`config.mk`:
```
export PLATFORM = sky130hd
export DESIGN_NAME = lza_lod_encoder
export DESIGN_NICKNAME = d
export VERILOG_FILES = /design/src/rtl/lza_lod_encoder.sv
export SDC_FILE = /design/constraint.sdc
export NUM_CORES = 1
export LEC_CHECK = 0
export ABC_CLOCK_PERIOD_IN_PS = 1700
export CORE_MARGIN = 4
export CORE_UTILIZATION = 43
export DETAILED_ROUTE_END_ITERATION = 7
export PLACE_DENSITY = 0.76
export SLEW_MARGIN = 40
export SYNTH_ARGS = -nofsm -noshare
export SYNTH_HDL_FRONTEND = slang
export SYNTH_SLANG_ARGS = --single-unit
```
`constraint.sdc`:
```
create_clock -name clk -period 1.7 [get_ports clk]
set_clock_uncertainty 0.1 [all_clocks]
set_input_delay 0.255 -clock clk [delete_from_list [all_inputs] [get_ports clk]]
set_output_delay 0.255 -clock clk [all_outputs]
set_load 0.02 [all_outputs]
```
`src/rtl/lza_lod_encoder.sv`:
```
// Two-stage leading-one detector for the LZA normalisation path: grouped LOD in s1, priority merge in s2.
// Optional one-hot leading-one output enabled by defining LZA_LOD_ONEHOT_EN.
module lza_lod_encoder #(
  parameter int DATA_WIDTH  = 8,
  parameter int GROUP_WIDTH = 4,
  parameter int TAG_WIDTH   = 4,
  parameter int CNT_WIDTH   = $clog2(DATA_WIDTH) + 1
) (
  input  logic                  clk,
  input  logic                  rst,
  input  logic                  in_valid,
  output logic                  in_ready,
  input  logic [DATA_WIDTH-1:0] string_f,
  input  logic [TAG_WIDTH-1:0]  in_tag,
  output logic                  out_valid,
  input  logic                  out_ready,
  output logic [CNT_WIDTH-1:0]  shift_cnt,
  output logic                  all_zero,
  output logic [TAG_WIDTH-1:0]  out_tag
`ifdef LZA_LOD_ONEHOT_EN
  ,
  output logic [DATA_WIDTH-1:0] lo_onehot
`endif
);

  localparam int NGRP = DATA_WIDTH / GROUP_WIDTH;
  localparam int PW   = (GROUP_WIDTH > 1) ? $clog2(GROUP_WIDTH) : 1;

  logic                     s1_valid, s2_valid;
  logic                     adv1, adv2;
  logic [NGRP-1:0]          grp_any, s1_any;
  logic [NGRP-1:0][PW-1:0]  grp_pos, s1_pos;
  logic [TAG_WIDTH-1:0]     s1_tag;
  logic [CNT_WIDTH-1:0]     nxt_cnt;
  logic                     nxt_zero;

  assign adv2      = !s2_valid || out_ready;
  assign adv1      = !s1_valid || adv2;
  assign in_ready  = adv1;
  assign out_valid = s2_valid;

  // Group g = 0 is the MSB group; pos counts from the group's MSB.
  always_comb begin : group_lod
    // NOTE: every comb output gets a default first so no path leaves it unassigned (no latch).
    grp_any = '0;
    grp_pos = '0;
    for (int g = 0; g < NGRP; g++) begin
      // Scanning upward from the group LSB lets the last hit be the topmost set bit.
      for (int i = GROUP_WIDTH - 1; i >= 0; i--) begin
        if (string_f[DATA_WIDTH-1-g*GROUP_WIDTH-i]) begin
          grp_any[g] = 1'b1;
          grp_pos[g] = PW'(i);
        end
      end
    end
  end

  always_ff @(posedge clk) begin : stage1
    // NOTE: sequential state uses non-blocking assignments so every register samples pre-edge values.
    if (rst) begin
      s1_valid <= 1'b0;
      s1_any   <= '0;
      s1_pos   <= '0;
      s1_tag   <= '0;
    end else if (adv1) begin
      s1_valid <= in_valid;
      s1_any   <= grp_any;
      s1_pos   <= grp_pos;
      s1_tag   <= in_tag;
    end
  end

  always_comb begin : merge
    nxt_cnt  = CNT_WIDTH'(DATA_WIDTH);
    nxt_zero = 1'b1;
    for (int g = NGRP - 1; g >= 0; g--) begin
      if (s1_any[g]) begin
        nxt_zero = 1'b0;
        nxt_cnt  = CNT_WIDTH'(g * GROUP_WIDTH) + CNT_WIDTH'(s1_pos[g]);
      end
    end
  end

`ifdef LZA_LOD_ONEHOT_EN
  logic [DATA_WIDTH-1:0] nxt_onehot;

  always_comb begin : onehot_dec
    nxt_onehot = '0;
    for (int b = 0; b < DATA_WIDTH; b++) begin
      if (!nxt_zero && nxt_cnt == CNT_WIDTH'(DATA_WIDTH - 1 - b)) nxt_onehot[b] = 1'b1;
    end
  end
`endif

  // Output data only loads with a real entry, so a stalled result stays put.
  always_ff @(posedge clk) begin : stage2
    // NOTE: output data registers are reset too because their reset value is visible on the ports.
    if (rst) begin
      s2_valid  <= 1'b0;
      shift_cnt <= '0;
      all_zero  <= 1'b0;
      out_tag   <= '0;
`ifdef LZA_LOD_ONEHOT_EN
      lo_onehot <= '0;
`endif
    end else if (adv2) begin
      s2_valid <= s1_valid;
      if (s1_valid) begin
        shift_cnt <= nxt_cnt;
        all_zero  <= nxt_zero;
        out_tag   <= s1_tag;
`ifdef LZA_LOD_ONEHOT_EN
        lo_onehot <= nxt_onehot;
`endif
      end
    end
  end

endmodule

```
==> flow_results.org, run 1 <==
** Critical path
- Crit Path Max Fanout :: 3
- Biggest cell delay along the critical path :: between 0.6 and 0.7 ns
- For flop-to-flop paths, the worst setup slack is 0.17 ns.
- Largest delay contributor family on the critical path :: buffers and inverters
- Critical path start-end classification :: flop to primary output
- Standard cell with the maximum stage delay on the critical path :: clkdlybuf4s50_1
- STA classifies the critical path endpoint as a primary output.
- Data on the critical path is required at its endpoint by 1.34 ns.
- Sequence of cells on the critical path :: clkdlybuf4s50_1
- Buffers & Inverters on Critical Path :: 1
- Data arrives at the worst endpoint at approximately 1.3 ns.
- Critical Path Source Type :: flop

** STA
- Final setup violation count :: 0
- Subtracting the final worst setup slack from the clock period gives 1.62 ns.
- For the pin with the worst max-slew slack, the measured transition is about 0.36 ns.
- In the final timing run, aggregate negative setup slack is 0 ns.
- Max Freq :: just over 600 MHz
- Relative max-transition margin :: 0.761
- Setup repair after global routing left no endpoint under its margin.
- The hold violation total from the final report is 0.
- Period utilisation layout :: 0.953
- The max-slew violation count came to 0.
- Hold slack :: 0.364 ns

** Clock tree
- H-tree depth :: 1
- After clock tree synthesis, the clock-pin slew on the worst setup and hold paths is 0.11 ns.
- TritonCTS built the clock tree.
- Number of CTS-inserted buffers :: 3
- Buffer type at the clock tree root :: clkbuf_4
- Clock latency on the worst-skew pair, taken at its later pin, is 0.30 ns.
- In this run the deepest clock path goes through 2 buffers.
- The clock drives 20 sinks.
- Setup Buffers After CTS :: 0

** Layout
- Number of inserted filler cells in the final layout :: 155
- The sequential cells in the finished layout cover a total of 400 um^2.
- Combined area of the multi-input logic cells :: 352 um^2
- Share of layout cells above drive strength 1 :: 0.113
- Layout area overhead :: 43.6%
- Final net count :: 141
- Number of antenna repair diodes :: 0
- The library cell used most frequently in the layout, excluding fill and tap cells, is clkdlybuf4s50_1.
- Excluding fillers, the count of instances in the completed layout stands at 149.
- Commonest cells after routing, fill and taps aside :: 24 x clkdlybuf4s50_1, 20 x dfxtp_1, 19 x a21oi_1, 10 x nand2_1, 8 x nor2_1

** Logic synthesis
- Adder-cell share of the synthesized area :: 0
- Of the total synthesized cell area, the portion taken by AND, OR, NAND and NOR gates is 0.207.
- The area fraction in compound gates after synthesis was 0.231.
- Share of synthesized area occupied by flip-flops and latches :: 0.498
- The number of nets in the synthesized netlist is 110.
- Post-synthesis area per instance :: 8.55 um^2
- Xor/xnor cell area share of the yosys netlist :: 0
- Number of flip-flops and latches in the synthesized netlist :: 20
- Synthesis handed over a netlist of 94 instances.
- By area, the combinational part of the netlist is dominated by compound AO/OA/AOI/OAI gates.
- Of the post-synthesis cell area, the part taken by muxes is 0.
- Synthesis Warnings :: 0
- After synthesis the cells add up to roughly 800 um^2.
- Number of distinct standard cells referenced by the synthesized netlist :: 22

** Hold path
- Classification of the worst-slack hold path :: flop to flop

** Die
- Placement row count :: 15
- Die width :: ~51 um
- In this run the standard cell core region covers 1750 um^2.
- Effective utilization at floorplan :: 0.460
- In this run the vertical extent of the chip is slightly above 50 um.
- I/O pin count :: 27
- The floorplan step defined a die boundary enclosing 2620 um^2.

** GRT
- The initial antenna violation count was 0.
- After global routing the overflow that remains totals 0.
- The via count of the first global-routing pass was between 700 and 800.
- Global-route usage over all layers :: 0.151
- Pin count of the biggest net entering global routing :: 13
- Global-route wire length before repair :: 2880 um

** Place
- IO Port Bufs :: 26
- Final weighted congestion in routability-driven placement :: 0.761
- Post-detailed-placement half-perimeter wirelength :: 1370 um
- Counting tap cells, the placed design contains a total of 145 instances.

** Routing
- The detailed router placed 744 vias in this run.
- The final layout contains routed wiring with a total length of 1740 um.
- Post-detailed-route via-to-cell ratio :: 4.99
- Final routed wire length divided by cell count :: 11.7 um
- Detailed Route Iter0 Violations :: 6
- The count of nets left with antenna violations once routing finished came out at 0.
- Post-detailed-route DRC marker count :: 0
- The first TritonRoute pass finished after 3 iterations.

** Status
- Status :: completed

** Pwr
- Post-layout total power :: 1.02 mW
- For this design the ratio of total power to cell area is just under 900 nW/um^2.
- Leakage power :: 0.453 nW
- The worst-case IR drop observed on VDD is roughly 0.53 mV.

** Flow run
- Max-cap viol count :: 0
-- flip-flops by register name, summed over array words and instances (netlist names) --
signal / cells
out_tag: 4
out_valid: 1
s1_any: 2
s1_pos: 4
s1_tag: 4
s1_valid: 1
shift_cnt: 4
-- final cells by class --
type,count,area share
Clock buffer,3,0.0195
Clock inverter,1,0.0260
Inverter,4,0.0130
Multi-Input combinational cell,64,0.305
Sequential cell,20,0.347
Tap cell,25,0.0271
Timing Repair Buffer,32,0.262
-- cells in the mapped netlist --
cell,n,area share
dfxtp_1,20,0.50
or4_1,2,0.019
buf_4,1,0.0093
nor2b_1,1,0.0078
a21oi_1,19,0.12
nand2b_1,1,0.0078
o21ai_0,6,0.037
buf_2,2,0.012
nor2_1,8,0.037
buf_6,1,0.014
and3b_1,2,0.022
o211ai_1,1,0.0093
o41ai_1,2,0.022
clkbuf_1,2,0.0093
inv_2,2,0.0093
nand4b_1,1,0.011
and3b_2,1,0.012
nand3_1,4,0.025
nand3b_1,2,0.019
inv_1,2,0.0093
nand2_1,10,0.047
a311oi_1,4,0.044
-- worst paths after layout --
| check | startpoint | endpoint | depth (start not counted) |
|---|---|---|---|
| worst min register to register | s1_tag[0] | s1_tag[0] | 2 |
| worst min-delay path | s1_tag[0] | s1_tag[0] | 2 |
| worst max-delay path | shift_cnt[3] | all_zero | 1 |
| worst max register to register | out_valid | s1_pos[3] | 4 |
-- layer usage --
layer | GRT usage | vias up | part of all wire
met5 | 0 | - | 0
met1 | 0.175 | 324 | 0.45
li1 | - | 396 | -
met3 | 0.0292 | 5 | 0.050
met2 | 0.242 | 19 | 0.47
met4 | 0.114 | 0 | 0.029
-- what timing repair did --
action | CTS | global route
hold buffers | 0 | 0
gates resized for setup | 2 | 2
setup endpoints to repair | 1 | 2
pin swaps | 0 | 0
-- power by group --
| group | internal [mW] | switching (mW) | total [mW] |
|---|---|---|---|
| combinational | 0.0735 | 0.0577 | 0.131 |
| clock | 0.238 | 0.143 | 0.381 |
| sequential | 0.492 | 0.0155 | 0.508 |
| total | 0.804 | 0.216 | 1.02 |
-- metrics by stage --
stage / worst slack (ns) / util / instance area [um^2]
2_1_floorplan: 0.324 / - / 803
3_3_place_gp: -0.258 / 0.632 / 1100
3_5_place_dp: -0.262 / 0.632 / 1100
4_1_cts: 0.0236 / 0.662 / 1160
5_1_grt: 0.0181 / 0.661 / 1150
6_report: 0.0794 / 0.661 / 1150
-- tightest hold or removal path: stages, from the launching register on --
cell	delay, ns
dfxtp_1	0.33
nand2_1	0.05
a21oi_1	0.05
-- kinds of logic (layout without fill, tap and decap cells) --
logic type             Yosys count  after routing
buffers and inverters           10             40
AO/OA/AOI/OAI                   32             32
flip-flops                      20             20
AND/OR/NAND/NOR                 32             32
Note: power is estimated with default switching activity, not from simulation.
==> inputs of run 2 (changes only) <==
--- a/config.mk
+++ b/config.mk
@@ -5,6 +5,7 @@
 export SDC_FILE = /design/constraint.sdc
 export NUM_CORES = 1
 export LEC_CHECK = 0
+export ABC_AREA = 0
 export ABC_CLOCK_PERIOD_IN_PS = 1700
 export CORE_MARGIN = 4
 export CORE_UTILIZATION = 43
==> results of run 2 <==
Final layout, timing and power as in run 1 (identical DEF).
